File: config.mk
export PLATFORM = sky130hd
export DESIGN_NAME = warp_lsu
export DESIGN_NICKNAME = d
export VERILOG_FILES = /design/src/rtl/warp_lsu.sv
export SDC_FILE = /design/constraint.sdc
export NUM_CORES = 1
export LEC_CHECK = 0
export CAP_MARGIN = 20
export CORE_UTILIZATION = 35
export CTS_BUF_LIST = sky130_fd_sc_hd__clkbuf_4 sky130_fd_sc_hd__clkbuf_8 sky130_fd_sc_hd__clkbuf_16
export DETAILED_ROUTE_END_ITERATION = 10
export PLACE_DENSITY_LB_ADDON = 0.15
export SETUP_SLACK_MARGIN = 0.15
export SLEW_MARGIN = 15
export SYNTH_ARGS = -nofsm -noshare
export SYNTH_HDL_FRONTEND = slang
export SYNTH_SLANG_ARGS = --single-unit
File: constraint.sdc
create_clock -name clk -period 17.8 [get_ports clk]
set_input_delay 2.67 -clock clk [delete_from_list [all_inputs] [get_ports clk]]
set_output_delay 2.67 -clock clk [all_outputs]
set_load 0.02 [all_outputs]
File: src/rtl/warp_lsu.sv
// rtl/warp_lsu.sv - per-warp load/store unit serializing thread accesses onto one memory port
//
// Purpose:
//   Walks the enabled threads of a warp in ascending order. For each thread it
//   issues one load or store on the shared data-memory port and waits for the
//   valid/ready handshake. Load data is captured into that thread's lsu_out.
//   When every enabled thread has been serviced, lsu_done is raised until the
//   scheduler reaches WARP_UPDATE.
//
// Ports:
//   clk, reset (async, active-high), enable (low freezes everything)
//   thread_enable, warp_state, decoded_mem_read_enable, decoded_mem_write_enable,
//   decoded_immediate, rs1[], rs2[]                       - warp-side inputs
//   mem_read_valid/address/ready/data                     - load port
//   mem_write_valid/address/data/ready                    - store port
//   lsu_out[], lsu_done                                   - per-thread results, completion
//
// Build option:
//   LSU_COALESCE_EN - a load whose next thread hits the same address as the last
//                     accepted read reuses that data without a memory request.

`ifndef DATA_WIDTH
`define DATA_WIDTH 8
`endif

package warp_lsu_pkg;
  typedef enum logic [2:0] {
    WARP_IDLE,
    WARP_FETCH,
    WARP_DECODE,
    WARP_REQUEST,
    WARP_WAIT,
    WARP_EXECUTE,
    WARP_UPDATE,
    WARP_DONE
  } warp_state_t;

  typedef logic [`DATA_WIDTH-1:0] data_t;
endpackage

module warp_lsu
  import warp_lsu_pkg::*;
#(
  parameter int THREADS_PER_WARP = 16,
  parameter int DATA_WIDTH       = `DATA_WIDTH,
  parameter int ADDR_WIDTH       = 8
) (
  input  logic                        clk,
  input  logic                        reset,
  input  logic                        enable,
  input  logic [THREADS_PER_WARP-1:0] thread_enable,
  input  warp_state_t                 warp_state,
  input  logic                        decoded_mem_read_enable,
  input  logic                        decoded_mem_write_enable,
  input  logic [DATA_WIDTH-1:0]       decoded_immediate,
  input  logic [DATA_WIDTH-1:0]       rs1 [THREADS_PER_WARP],
  input  logic [DATA_WIDTH-1:0]       rs2 [THREADS_PER_WARP],
  output logic                        mem_read_valid,
  output logic [ADDR_WIDTH-1:0]       mem_read_address,
  input  logic                        mem_read_ready,
  input  logic [DATA_WIDTH-1:0]       mem_read_data,
  output logic                        mem_write_valid,
  output logic [ADDR_WIDTH-1:0]       mem_write_address,
  output logic [DATA_WIDTH-1:0]       mem_write_data,
  input  logic                        mem_write_ready,
  output logic [DATA_WIDTH-1:0]       lsu_out [THREADS_PER_WARP],
  output logic                        lsu_done
);

  localparam int PW = (THREADS_PER_WARP > 1) ? $clog2(THREADS_PER_WARP) : 1;

  typedef enum logic [1:0] {S_IDLE, S_ISSUE, S_DONE} lsu_state_t;

  lsu_state_t                  state_q, state_d;
  logic [THREADS_PER_WARP-1:0] mask_q;
  logic                        is_load_q;
  logic [PW-1:0]               ptr_q;

  // Returns {found, index} of the lowest set mask bit above 'from'
  // (or at/above 'from' when inclusive).
  function automatic logic [PW:0] find_thread(input logic [THREADS_PER_WARP-1:0] mask,
                                              input logic [PW-1:0]               from,
                                              input logic                        inclusive);
    logic [PW:0] r;
    r = '0;
    for (int j = THREADS_PER_WARP - 1; j >= 0; j--) begin
      if (mask[j] && ((j > int'(from)) || (inclusive && (j == int'(from)))))
        r = {1'b1, PW'(j)};
    end
    return r;
  endfunction

  logic                  start;
  logic                  first_found, nxt_found;
  logic [PW-1:0]         first_idx, nxt_idx;
  logic [DATA_WIDTH-1:0] first_sum, nxt_sum;
  logic [ADDR_WIDTH-1:0] first_addr, nxt_addr;
  logic                  accept;
  logic                  coalesce_next;
  logic                  coalesce_cycle;
  logic                  step;

  assign start = enable && (state_q == S_IDLE) && (warp_state == WARP_WAIT) &&
                 (decoded_mem_read_enable || decoded_mem_write_enable);

  assign {first_found, first_idx} = find_thread(thread_enable, '0, 1'b1);
  assign {nxt_found, nxt_idx}     = find_thread(mask_q, ptr_q, 1'b0);

  // Address arithmetic wraps at the data width, then truncates to the port.
  assign first_sum  = rs1[first_idx] + decoded_immediate;
  assign nxt_sum    = rs1[nxt_idx] + decoded_immediate;
  assign first_addr = ADDR_WIDTH'(first_sum);
  assign nxt_addr   = ADDR_WIDTH'(nxt_sum);

  assign accept = is_load_q ? (mem_read_valid && mem_read_ready)
                            : (mem_write_valid && mem_write_ready);

`ifdef LSU_COALESCE_EN
  logic [DATA_WIDTH-1:0] last_data_q;
  // mem_read_address still holds the last accepted read address.
  assign coalesce_next  = is_load_q && (nxt_addr == mem_read_address);
  // In ISSUE a load with valid low is a reuse cycle.
  assign coalesce_cycle = is_load_q && !mem_read_valid;
`else
  assign coalesce_next  = 1'b0;
  assign coalesce_cycle = 1'b0;
`endif

  // One thread is retired this cycle.
  assign step = (state_q == S_ISSUE) && (accept || coalesce_cycle);

  always_ff @(posedge clk or posedge reset) begin
    if (reset)       state_q <= S_IDLE;
    else if (enable) state_q <= state_d;
  end

  always_comb begin
    state_d = state_q;
    case (state_q)
      S_IDLE:  if (start) state_d = first_found ? S_ISSUE : S_DONE;
      S_ISSUE: if (step && !nxt_found) state_d = S_DONE;
      S_DONE:  if (warp_state == WARP_UPDATE) state_d = S_IDLE;
      default: state_d = S_IDLE;
    endcase
  end

  always_ff @(posedge clk or posedge reset) begin
    if (reset) begin
      mask_q            <= '0;
      is_load_q         <= 1'b0;
      ptr_q             <= '0;
      mem_read_valid    <= 1'b0;
      mem_read_address  <= '0;
      mem_write_valid   <= 1'b0;
      mem_write_address <= '0;
      mem_write_data    <= '0;
      lsu_done          <= 1'b0;
      for (int i = 0; i < THREADS_PER_WARP; i++) lsu_out[i] <= '0;
`ifdef LSU_COALESCE_EN
      last_data_q       <= '0;
`endif
    end else if (enable) begin
      case (state_q)
        S_IDLE: begin
          if (start) begin
            mask_q    <= thread_enable;
            is_load_q <= decoded_mem_read_enable;  // load wins if both are set
            ptr_q     <= first_idx;
            lsu_done  <= !first_found;
            if (first_found) begin
              if (decoded_mem_read_enable) begin
                mem_read_valid   <= 1'b1;
                mem_read_address <= first_addr;
              end else begin
                mem_write_valid   <= 1'b1;
                mem_write_address <= first_addr;
                mem_write_data    <= rs2[first_idx];
              end
            end
          end
        end
        S_ISSUE: begin
          if (step) begin
            if (is_load_q) begin
`ifdef LSU_COALESCE_EN
              lsu_out[ptr_q] <= mem_read_valid ? mem_read_data : last_data_q;
              if (mem_read_valid) last_data_q <= mem_read_data;
`else
              lsu_out[ptr_q] <= mem_read_data;
`endif
            end
            if (nxt_found) begin
              ptr_q <= nxt_idx;
              if (is_load_q) begin
                mem_read_valid   <= !coalesce_next;
                mem_read_address <= nxt_addr;
              end else begin
                mem_write_address <= nxt_addr;
                mem_write_data    <= rs2[nxt_idx];
              end
            end else begin
              mem_read_valid  <= 1'b0;
              mem_write_valid <= 1'b0;
              lsu_done        <= 1'b1;
            end
          end
        end
        S_DONE: begin
          if (warp_state == WARP_UPDATE) lsu_done <= 1'b0;
        end
        default: ;
      endcase
    end
  end

endmodule

==> results of run 1 <==
-- registers in the layout (all words and copies together) (netlist names) --
register           cells
ptr_q                  4
mem_write_valid        1
mem_write_address      8
lsu_done               1
state_q                2
mem_read_address       8
is_load_q              1
mask_q                15
mem_read_valid         1
lsu_out              128
mem_write_data         8
-- layout make-up --
cell class,instances,area share
diodes,8,0.00111
clock buffers,17,0.0236
clock inverters,15,0.0105
inverters,16,0.00361
multi-input cells,1165,0.423
flip-flops and latches,177,0.246
well taps,461,0.0320
repair buffers,473,0.260
-- critical path, cell delays in order --
cell,delay (ps)
clkdlybuf4s50_1,470
nand2b_1,170
a21oi_1,160
o21bai_1,80
a21oi_1,340
a21o_4,470
buf_4,780
mux2i_1,180
mux4_2,490
nand2_1,90
nand4_1,110
nand3_1,160
ha_1,290
a21oi_1,240
o21bai_1,90
a21oi_1,220
o21ai_0,140
xnor2_1,460
nand2_1,160
a21oi_1,170
mux2i_1,100
o311ai_1,110
-- worst max-delay path by stage --
stage                      start                  end  slack [ps]  cells past startpoint
6_report       thread_enable[14]  mem_read_address[7]        9880                     22
5_1_grt        thread_enable[14]  mem_read_address[7]        9580                     22
4_1_cts        thread_enable[14]  mem_read_address[7]       10010                     22
3_5_place_dp   thread_enable[14]  mem_read_address[7]        9570                     22
3_3_place_gp   thread_enable[14]  mem_read_address[7]        9860                     22
2_1_floorplan              reset            is_load_q       10330                      1
-- power groups by stage --
stage,clock network [mW],logic (mW),registers [mW]
global placement,0,1.90,0.549
finish,0.394,1.96,0.545
floorplan,0,1.37,0.575
detailed placement,0,1.93,0.550
global route,0.416,2.12,0.555
CTS,0.402,1.94,0.544
-- layer usage --
metal  wire length, µm  up-vias
li1                  -     6119
met1             21400     6557
met2             25200      676
met3              4350       86
met4              1200        4
met5                27        -
-- placed cells by master (no fill, tap or decap), types with 4 or more instances in the layout --
master           netlist  final
nand2_1              276    276
a311oi_1              15     15
nor4_1                 8      7
nor2_1                93     92
inv_8                  0      5
and2_1                22     22
a32o_1                 9      9
buf_4                  7     20
nand4_1               15     15
nand2b_1              14     14
xnor2_1                6      6
a221oi_1              32     32
nor2b_1                4      4
o21bai_1               5      4
and3_1                 8      8
inv_1                 16     15
ha_1                  11     11
a211oi_1              57     57
a21o_1                 5      4
a31oi_1               25     25
nor3_1                45     45
a21oi_1               63     61
o21ai_1               33     33
clkinv_8               0      4
diode_2                0      8
nand3_1              140    140
mux2_2               161    161
mux4_2                 7      7
clkdlybuf4s50_1        0    452
clkbuf_16              0     17
o21ai_0               18     18
mux2i_1               40     40
dfrtp_1              177    177
-- logic make-up (layout without fill, tap and decap cells) --
kind of cell    after synthesis  count (layout)
xor+xnor                      6               6
flops                       177             177
buf+inv                     128             521
simple gates                646             646
fa+ha+maj                    12              12
compound gates              293             293
other cells                   0               8
mux                         208             208
==> results.sh, run 1 <==
export IMPL_status="finished, final reports clean"
export IMPL_grt_pass1_wl_mm=77.4
export IMPL_critPathKind="primary input to register"
export IMPL_p_clk_frac=0.136
export IMPL_synth_cells=1470
export IMPL_yosysTopAreaCell="dfrtp_1"
export IMPL_period_share=0.445
export IMPL_synth_area_leaders="dfrtp_1 35%, mux2_2 14%, nand2_1 8.2%"
export IMPL_power_leakage_nw=7.54
export IMPL_io_buffers=452
export IMPL_fillers=3316
export IMPL_ys_seq_area_frac=0.352
export IMPL_fin_setup_tns_ps=0
export IMPL_worstHoldStart="mem_write_address[2]"
export IMPL_p_int_mw=1.39
export IMPL_place_congestion=0.933
export IMPL_grt_busiest_layer="met2"
export IMPL_max_cap_violations=0
export IMPL_wl_per_cell_um=22.4
export IMPL_p_sw_frac=0.521
export IMPL_cts_reportedPaths_clkPinSlew_ps=80
export IMPL_seq_area_mm2=0.00443
export IMPL_io_pins=453
export IMPL_critPathRequiredTime_ps=18120
export IMPL_overflow=0
export IMPL_cp_arrival_ps=8240
export IMPL_worstMarginPinSlew_ps=1170
export IMPL_async_reset_ff_frac=1.00
export IMPL_holdPathStages=2
export IMPL_min_period_ps=7920
export IMPL_yosysMostFrequentCell="nand2_1"
export IMPL_power_mw=2.90
export IMPL_via_per_inst=5.76
export IMPL_hpwl_mm=37.6
export IMPL_htreeDepth=4
export IMPL_cts_buffers=17
export IMPL_grtUsageMet1=0.361
export IMPL_worst_slack_ps=9880
export IMPL_max_freq_mhz=126
export IMPL_fin_area_mm2=0.0180
export IMPL_drive_above_1_share=0.132
export IMPL_multi_input_area_mm2=0.00762
export IMPL_drt_iter0_markers=1105
export IMPL_synth_mux_area_frac=0.189
export IMPL_cp_end_kind="register"
export IMPL_vias=13442
export IMPL_pwr_share_seq=0.188
export IMPL_synth_top_family_by_area="simple AND/OR/NAND/NOR gates"
export IMPL_final_nets=2160
export IMPL_clk_latency_ps=440
export IMPL_rows=69
export IMPL_combinationalPowerShare=0.676
export IMPL_ys_ff_latch=177
export IMPL_die_area_mm2=0.0367
export IMPL_placedCellCount=2292
export IMPL_ant_nets=0
export IMPL_startpoint_type="primary input"
export IMPL_syn_to_final_growth_pct=43.3
export IMPL_first_global_vias=12761
export IMPL_ys_flop_type="dfrtp_1"
export IMPL_synth_edf_count=0
export IMPL_core_mm2=0.0355
export IMPL_cts_root_buf="clkbuf_16"
export IMPL_slew_headroom=0.222
export IMPL_synth_common_cells="276 x nand2_1, 177 x dfrtp_1, 161 x mux2_2"
export IMPL_ys_warn_count=0
export IMPL_grt_util_met2=0.456
export IMPL_min_path_type="register to register"
export IMPL_instances_no_fill=2332
export IMPL_synth_xor_area_share=0.00418
export IMPL_cts_sinks=177
export IMPL_vdd_drop_max_uv=190
export IMPL_synthAdderAreaFrac=0.0125
export IMPL_syn_nets=1780
export IMPL_wl_mm=52.2
export IMPL_drc=0
export IMPL_rsz0062_at_grt="false"
export IMPL_cts_tree="built"
export IMPL_track_usage=0.276
export IMPL_die_w_um=191
export IMPL_die_height_um=191
export IMPL_reg2reg_slack_ps=11900
export IMPL_start_util=0.354
export IMPL_reg2reg_depth=20
export IMPL_p_switching_mw=1.51
export IMPL_cts_hold_buf=0
export IMPL_fin_util=0.508
export IMPL_clock_path_buffers=2
export IMPL_use_met3=0.0595
export IMPL_synth_top_area_frac=0.352
export IMPL_synth_compound_area_share=0.161
export IMPL_grt_max_degree=110
export IMPL_hold_ws_ps=505
export IMPL_r2r_start="ptr_q[2]"
export IMPL_hold_viol=0
export IMPL_synthSimpleGateAreaFrac=0.235
export IMPL_drtPass1Iterations=6
export IMPL_syn_area_per_cell_um2=8.55
export IMPL_timing_rr_end="mem_read_address[7]"
export IMPL_power_density_mw_per_mm2=161
export IMPL_cts_setup_buffers=0
export IMPL_cp_max_fo=75
export IMPL_whs_endpoint="mem_write_address[2]"
export IMPL_antenna_found_initial=9
export IMPL_yosysUniqueCellTypes=70
export IMPL_setup_violations_final=0
export IMPL_skew_ps=15.7
export IMPL_pre_cts_ws_ps=9570
export IMPL_finalMaxSlewViolations=0
export IMPL_post_cts_resized=0
export IMPL_place_area_mm2=0.0174
export IMPL_synth_area_mm2=0.0126
Note: power is estimated with default switching activity, not from simulation.
==> run 2, diff against run 1 <==
clock period = 6.8 ns   (was 17.8 ns; I/O delays follow)
==> results.sh, run 2 (same netlist as run 1, synthesis figures left out) <==
export IMPL_r2r_start="ptr_q[3]"
export IMPL_start_util=0.354
export IMPL_antenna_found_initial=3
export IMPL_die_area_mm2=0.0367
export IMPL_min_path_type="register to register"
export IMPL_clk_latency_ps=440
export IMPL_min_period_ps=5720
export IMPL_mostFrequentLayoutCell="clkdlybuf4s50_1"
export IMPL_slew_headroom=0.322
export IMPL_htreeDepth=4
export IMPL_status="finished, final reports clean"
export IMPL_critPathMaxStageDelay_ps=920
export IMPL_critPathMostFrequentCell="a21oi_1"
export IMPL_io_buffers=452
export IMPL_die_height_um=191
export IMPL_overflow=0
export IMPL_reg2reg_slack_ps=1210
export IMPL_syn_to_final_growth_pct=43.5
export IMPL_cts_hold_buf=0
export IMPL_whs_endpoint="mem_write_address[2]"
export IMPL_drt_iter0_markers=1077
export IMPL_cp_arrival_ps=6060
export IMPL_worst_slack_ps=1080
export IMPL_rows=69
export IMPL_period_share=0.842
export IMPL_rsz0062_at_grt="false"
export IMPL_critPathRequiredTime_ps=7140
export IMPL_drc=0
export IMPL_ant_nets=0
export IMPL_largest_reg_flops=128
export IMPL_crit_slowest_cell="nor3b_1"
export IMPL_via_per_inst=5.76
export IMPL_seq_area_mm2=0.00443
export IMPL_holdPathStages=2
export IMPL_vias=13447
export IMPL_power_leakage_nw=7.56
export IMPL_grt_pass1_wl_mm=77.0
export IMPL_reg2reg_depth=18
export IMPL_fin_area_mm2=0.0180
export IMPL_cts_setup_buffers=0
export IMPL_startpoint_type="primary input"
export IMPL_hold_viol=0
export IMPL_final_nets=2164
export IMPL_max_cap_violations=0
export IMPL_grt_max_degree=95
export IMPL_vdd_drop_max_uv=331
export IMPL_critPathKind="primary input to register"
export IMPL_skew_ps=14.4
export IMPL_crit_cells=19
export IMPL_cts_tree="built"
export IMPL_cp_max_fo=11
export IMPL_fillers=3353
export IMPL_max_freq_mhz=175
export IMPL_fin_setup_tns_ps=0
export IMPL_wl_mm=51.9
export IMPL_cts_root_buf="clkbuf_16"
export IMPL_cts_reportedPaths_clkPinSlew_ps=80
export IMPL_cp_top_family="simple AND/OR/NAND/NOR gates"
export IMPL_setup_violations_final=0
export IMPL_top_register="lsu_out"
export IMPL_place_congestion=0.964
export IMPL_clock_path_buffers=2
export IMPL_drive_above_1_share=0.133
export IMPL_post_cts_resized=0
export IMPL_timing_rr_end="mem_read_address[7]"
export IMPL_power_mw=7.62
export IMPL_wl_per_cell_um=22.2
export IMPL_cp_end_kind="register"
export IMPL_crit_buf_inv=1
export IMPL_cts_buffers=17
export IMPL_finalMaxSlewViolations=0
export IMPL_die_w_um=191
export IMPL_place_area_mm2=0.0174
export IMPL_hold_ws_ps=496
export IMPL_worstMarginPinSlew_ps=1010
export IMPL_track_usage=0.275
export IMPL_worstHoldStart="mem_write_address[2]"
export IMPL_multi_input_area_mm2=0.00762
export IMPL_core_mm2=0.0355
export IMPL_first_global_vias=12987
export IMPL_hpwl_mm=38.3
export IMPL_io_pins=453
export IMPL_power_density_mw_per_mm2=422
export IMPL_final_cell_mix="452 x clkdlybuf4s50_1, 276 x nand2_1, 177 x dfrtp_1"
export IMPL_crit_chain="clkdlybuf4s50_1 > or4_1 > o21ai_1 > nand3_2 > nor3b_1 > nand3_1 > nand4_1 > nand3_1 > ha_1 > a21o_1 > a21oi_1 > o21bai_1 > a21oi_1 > o21ai_0 > xnor2_1 > nand2_1 > a21oi_1 > mux2i_1 > o311ai_1"
export IMPL_pre_cts_ws_ps=694
export IMPL_largestRegisters="lsu_out: 128 flops, mask_q: 15 flops"
export IMPL_drtPass1Iterations=5
export IMPL_cts_sinks=177
run 2: cell types whose count changed in the layout (fill, tap and decap cells not counted):
| cell | previous run | this run |
|---|---|---|
| clkinvlp_4 | 2 | 3 |
| inv_6 | 3 | 2 |
| buf_6 | 1 | 0 |
| buf_4 | 20 | 25 |
| clkinv_2 | 1 | 0 |
| clkinv_4 | 0 | 1 |
| diode_2 | 8 | 7 |
run 2: worst reg2reg max path: stages (launching register included):
cell and delay [ps]:
dfrtp_1 560, nor2_1 550, a221oi_1 240, a311o_1 450
o21ai_4 760, buf_4 350, buf_4 410, a211oi_1 100
a311oi_1 360, o21ai_1 110, nand3_1 170, ha_1 300
nand2_1 80, o21ai_0 90, xnor2_1 440, nand2_1 170
a21oi_1 160, mux2i_1 80, o311ai_1 100
run 2: routing by layer:
layer | global-route usage | wire, µm
met2 | 0.448 | 24700
met3 | 0.0611 | 4060
met4 | 0.0907 | 1360
met5 | 0 | 13
met1 | 0.360 | 21800
run 2: worst max path at each step:
stage | startpoint | end | slack (ps)
floorplan | reset | is_load_q | 980
global placement | thread_enable[8] | mem_write_address[7] | 890
detailed placement | thread_enable[7] | mem_read_address[7] | 690
CTS | thread_enable[7] | mem_read_address[7] | 1120
global route | thread_enable[7] | mem_read_address[7] | 720
finish | thread_enable[8] | mem_read_address[7] | 1080
run 2: layout make-up:
type	instances	share of cell area
clock buffers	17	0.0236
diodes	7	0.000971
multi-input cells	1165	0.423
flip-flops and latches	177	0.246
repair buffers	477	0.261
clock inverters	15	0.0106
inverters	16	0.00361
well taps	461	0.0320
run 2: through the flow:
| step | instances | utilization |
|---|---|---|
| global placement | 2296 | 0.491 |
| finish | 2335 | 0.508 |
| detailed placement | 2296 | 0.491 |
| floorplan | 1470 | - |
| CTS | 2328 | 0.508 |
| global route | 2330 | 0.508 |
run 2: power by group:
part / internal [mW] / switching [mW] / total [mW]
sequential: 1.23 / 0.189 / 1.42
clock: 0.532 / 0.506 / 1.04
combinational: 1.89 / 3.27 / 5.16
total: 3.65 / 3.97 / 7.62
==> run 3, diff against run 2 <==
clock period = 5.6 ns   (was 6.8 ns; I/O delays follow)
==> results.sh, run 3 (same netlist as run 1, synthesis figures left out) <==
export IMPL_status="finished, final reports clean"
export IMPL_drt_iter0_markers=1185
export IMPL_first_global_vias=13213
export IMPL_setup_violations_final=0
export IMPL_use_met3=0.0621
export IMPL_power_mw=9.46
export IMPL_cts_hold_buf=0
export IMPL_cts_root_buf="clkbuf_16"
export IMPL_grt_busiest_layer="met2"
export IMPL_wl_mm=53.1
export IMPL_power_leakage_nw=7.67
export IMPL_clock_path_buffers=2
export IMPL_fin_setup_tns_ps=0
export IMPL_place_congestion=0.942
export IMPL_max_cap_violations=0
export IMPL_period_share=0.925
export IMPL_drtPass1Iterations=5
export IMPL_skew_ps=17.2
export IMPL_cts_tree="built"
export IMPL_vias=13528
export IMPL_slew_headroom=0.319
export IMPL_cp_arrival_ps=5510
export IMPL_cp_max_fo=7
export IMPL_clk_latency_ps=440
export IMPL_cts_buffers=17
export IMPL_io_buffers=452
export IMPL_startpoint_type="primary input"
export IMPL_largestRegisters="lsu_out: 128 flops, mask_q: 15 flops"
export IMPL_cts_sinks=177
export IMPL_grt_pass1_wl_mm=78.4
export IMPL_worstMarginPinSlew_ps=1020
export IMPL_min_path_type="register to register"
export IMPL_rsz0062_at_grt="true"
export IMPL_grtUsageMet1=0.363
export IMPL_finalMaxSlewViolations=0
export IMPL_grt_max_degree=178
export IMPL_final_nets=2180
export IMPL_ant_nets=0
export IMPL_wl_per_cell_um=22.5
export IMPL_cts_reportedPaths_clkPinSlew_ps=70
export IMPL_top_register="lsu_out"
export IMPL_power_density_mw_per_mm2=518
export IMPL_multi_input_area_mm2=0.00766
export IMPL_seq_area_mm2=0.00443
export IMPL_antenna_found_initial=6
export IMPL_mostFrequentLayoutCell="clkdlybuf4s50_1"
export IMPL_cp_end_kind="register"
export IMPL_final_cell_mix="452 x clkdlybuf4s50_1, 276 x nand2_1, 177 x dfrtp_1"
export IMPL_vdd_drop_max_uv=582
export IMPL_via_per_inst=5.74
export IMPL_htreeDepth=4
export IMPL_die_height_um=191
export IMPL_hold_viol=0
export IMPL_max_freq_mhz=193
export IMPL_die_area_mm2=0.0367
export IMPL_critPathRequiredTime_ps=5930
export IMPL_rows=69
export IMPL_drive_above_1_share=0.142
export IMPL_reg2reg_slack_ps=540
export IMPL_core_mm2=0.0355
export IMPL_start_util=0.354
export IMPL_drc=0
export IMPL_syn_to_final_growth_pct=45.2
export IMPL_critPathKind="primary input to register"
export IMPL_min_period_ps=5180
export IMPL_fillers=3316
export IMPL_overflow=0
export IMPL_io_pins=453
export IMPL_die_w_um=191
export IMPL_grt_util_met2=0.456
export IMPL_track_usage=0.280
export IMPL_largest_reg_flops=128
export IMPL_hpwl_mm=38.8
run 3: routing by layer:
| metal | vias to the layer above | share of wire |
|---|---|---|
| li1 | 6174 | - |
| met4 | 0 | 0.030 |
| met5 | - | 0 |
| met1 | 6532 | 0.41 |
| met2 | 718 | 0.48 |
| met3 | 104 | 0.086 |
run 3: path summary, 6_finish.rpt:
| kind | start | depth (start not counted) | endpoint |
|---|---|---|---|
| max reg2reg | ptr_q[2] | 21 | mem_write_address[7] |
| min reg2reg | mem_write_address[2] | 2 | mem_write_address[2] |
| max | thread_enable[8] | 20 | mem_write_address[7] |
| max in group asynchronous | reset | 3 | lsu_out[114] |
| min | mem_write_address[2] | 2 | mem_write_address[2] |
| min in group asynchronous | reset | 3 | state_q[1] |
run 3: metrics by stage:
step / cells / setup slack [ps] / hold slack (ps) / utilization / instance area, µm²
after CTS: 2340 / 425 / 500 / 0.512 / 18200
after global placement: 2308 / 238 / 465 / 0.494 / 17500
after global routing: 2351 / 114 / 509 / 0.514 / 18200
after detailed placement: 2308 / 4.23 / 480 / 0.494 / 17500
final: 2356 / 418 / 493 / 0.514 / 18200
after floorplan: 1470 / 846 / 496 / - / 12600
run 3: power breakdown:
part / total, mW / internal, mW / switching (mW) / leakage (nW)
clock network: 1.27 / 0.655 / 0.618 / 0.307
logic: 6.46 / 2.38 / 4.08 / 4.97
registers: 1.72 / 1.50 / 0.225 / 2.39
run 3: cell type report:
class                   count  share of cell area
flip-flops and latches    177               0.243
diodes                     12             0.00165
clock inverters            15              0.0114
clock buffers              17              0.0233
inverters                  16             0.00350
repair buffers            492               0.266
multi-input cells        1166               0.420
well taps                 461              0.0316
run 3: repair_timing:
item / in CTS / in global routing
setup buffers: 0 / 2
resized for setup: 0 / 4
endpoints found under the setup margin: 0 / 2
run 3: critical path, stage by stage:
cell             delay (ps)
clkdlybuf4s50_1         520
or4_1                   610
o21ai_1                 270
and3_1                  220
nand3_1                 390
a211oi_1                380
a31oi_1                  80
nand4_1                  90
nand3_1                 130
ha_1                    310
a21o_1                  160
a21oi_1                 220
o21bai_1                 90
a21oi_1                 220
o21ai_0                 200
xnor2_2                 310
nand2b_1                140
a21oi_1                 160
mux2i_1                  90
o311ai_1                 80
==> RTL edit: new RTL, flow settings as in run 1 <==
The macro `DATA_WIDTH` goes from 8 to 12.
--- a/src/rtl/warp_lsu.sv
+++ b/src/rtl/warp_lsu.sv
@@ -20,7 +20,7 @@
 //                     accepted read reuses that data without a memory request.
 
 `ifndef DATA_WIDTH
-`define DATA_WIDTH 8
+`define DATA_WIDTH 12
 `endif
 
 package warp_lsu_pkg;
Ports: changed (6 resized); port bits go from 453 to 657. The function was not compared with the original's and may differ.
==> RTL edit against run 1 <==
Via count increased by 27%. Area after synthesis increased by 29%. Sequential cell count increased by 68. Global-route usage increased by 3.1 points. Sequential share of layout area increased by 1.6 points. Wire length increased by 44%. Total power increased by 39%. Design area increased by 30%. Setup slack got worse by 0.32 ns. Critical path type unchanged. Critical endpoint unchanged.
==> RTL edit: results (changes against run 1) <==
| Metric | Value |
|---|---|
| Largest cells by area after synthesis | dfrtp_1 (38%), mux2_2 (16%), nand2_1 (9.7%) |
| H-tree depth | 1 (-3) |
| Drt wl/cell | 25.3 um (+13%) |
| Final HPWL DP | 54900 um (+46%) |
| WL met3 | 7650 um (+76%) |
| Fill count | 4264 (+29%) |
| Cell variety after synth | 81 (+16%) |
| Worst R2R Setup Slack | 12.04 ns (+0.14 ns) |
| WP data arrival | 8.72 ns (+0.48 ns) |
| CTS Buf Count | 26 (+9) |
| Status | finished, final reports clean |
| Via density | 5.76 (about the same) |
| Largest regs | lsu_out (192), mask_q (15), mem_write_data (12) |
| NumNets Final | 2759 (+28%) |
| Antenna violations before repair | 26 (+17) |
| Met1 WL | 29400 um (+37%) |
| Path depth of the worst reg2reg path | 20 (unchanged) |
| Metal2 WL | 35200 um (+40%) |
| Max clock buf depth | 3 (+1) |
| Dpl cell area | 0.0225 mm^2 (+29%) |
| Port buffer count | 588 (+30%) |
| RR Startpoint | ptr_q[1] |
| HP Start | mem_write_data[0] |
| Seq/Total Area, Yosys | 37.8% (+2.5 points) |
| CTS resizes | 0 (unchanged) |
| Syn_nets | 2268 (+27%) |
| First-pass GRT wire length | 110000 um (+42%) |
| Top delay family on crit path | buffers and inverters |
| Vias in the first global route | 16700 (+31%) |
| RePlAce Congestion | 0.938 (+0.54%) |
| Leakage | 10.0 nW (+33%) |
| Most frequent cells after synthesis | nand2_1 (421), dfrtp_1 (245), mux2_2 (236), nand3_1 (121), clkbuf_1 (82) |
| Fraction of layout cells with a size suffix above 1 | 15.1% (+2.0 points) |
| Max IR drop VDD | 0.193 mV (+1.9%) |
| Starting DRT DRC Count | 1581 (+43%) |
| Worst hold path endpoint | mem_write_data[0] |
| Max incr delay on CP | 0.75 ns (-0.03 ns) |
| Top fanout value on the critical path | 58 (-23%) |
RTL edit: changes by cell type after synthesis, moves of 27 or more:
cell	before	now
nand2_1	276	421
o21ai_1	33	6
clkbuf_1	51	82
mux2_2	161	236
a211oi_1	57	11
or3_1	1	28
dfrtp_1	177	245
nor2_1	93	65
o211ai_1	2	29
RTL edit: area by class of cell:
cell class	instances	area share, %
antenna	27	0.289
clock buffer	38	3.32
clock inverter	8	0.342
inverter	16	0.289
multi-input combinational	1404	40.2
sequential	245	26.2
tap	600	3.21
timing repair buffer	619	26.2
RTL edit: cells by family (layout without fill, tap and decap cells):
family	count (synthesis)	count (layout)	synth area share (%)
simple gates	774	774	21.4
fa+ha+maj	13	13	1.05
compound gates	323	323	14.6
flops	245	245	37.8
mux	288	288	20.1
buf+inv	172	681	4.70
xor+xnor	6	6	0.324
other cells	0	27	0
RTL edit: worst register-to-register path: stages (launching register included):
cell,delay (ns)
dfrtp_1,0.76
and2_1,0.36
o21ai_0,0.14
a21oi_1,0.43
a21o_4,0.69
buf_4,0.60
a221oi_1,0.11
nor3_1,0.26
nor2_1,0.08
o221ai_1,0.38
ha_1,0.32
a21o_1,0.15
a21oi_1,0.22
o21bai_1,0.09
a21oi_1,0.22
o21ai_0,0.15
xor2_1,0.33
nand2_1,0.09
nor3_1,0.14
mux2i_1,0.10
nand2_1,0.07
RTL edit: worst max-delay path by stage:
stage                     startpoint             endpoint  slack, ns  cells past startpoint
floorplan                      reset            is_load_q       8.40                      1
global route        thread_enable[4]  mem_read_address[7]       9.17                     22
global placement    thread_enable[2]  mem_read_address[7]       9.12                     23
finish              thread_enable[4]  mem_read_address[7]       9.57                     23
detailed placement  thread_enable[2]  mem_read_address[7]       9.08                     23
CTS                 thread_enable[2]  mem_read_address[7]       9.64                     23
RTL edit: through the flow:
stage                     total power [W]  hold WS [ns]  util (%)  setup WS, ns  instances
final                             0.00404         0.483      51.4          9.57       2957
after global routing              0.00429         0.512      51.3          9.17       2952
after CTS                         0.00402         0.485      51.2          9.64       2929
after detailed placement          0.00345         0.470      49.3          9.08       2883
after global placement            0.00341         0.461      49.3          9.12       2882
after floorplan                   0.00253         0.473         -          8.40       1821
RTL edit: metal layers:
| metal | global-route usage (%) | vias to the layer above |
|---|---|---|
| li1 | - | 7629 |
| met1 | 38.2 | 8333 |
| met2 | 50.6 | 918 |
| met3 | 8.23 | 149 |
| met4 | 11.8 | 6 |
| met5 | 0 | - |
RTL edit: report_power, final:
| part | total, W | switching (W) | internal [W] |
|---|---|---|---|
| logic | 0.00270 | 0.00170 | 0.000993 |
| clock network | 0.000547 | 0.000230 | 0.000318 |
| registers | 0.000795 | 0.000102 | 0.000693 |
| total | 0.00404 | 0.00204 | 0.00200 |
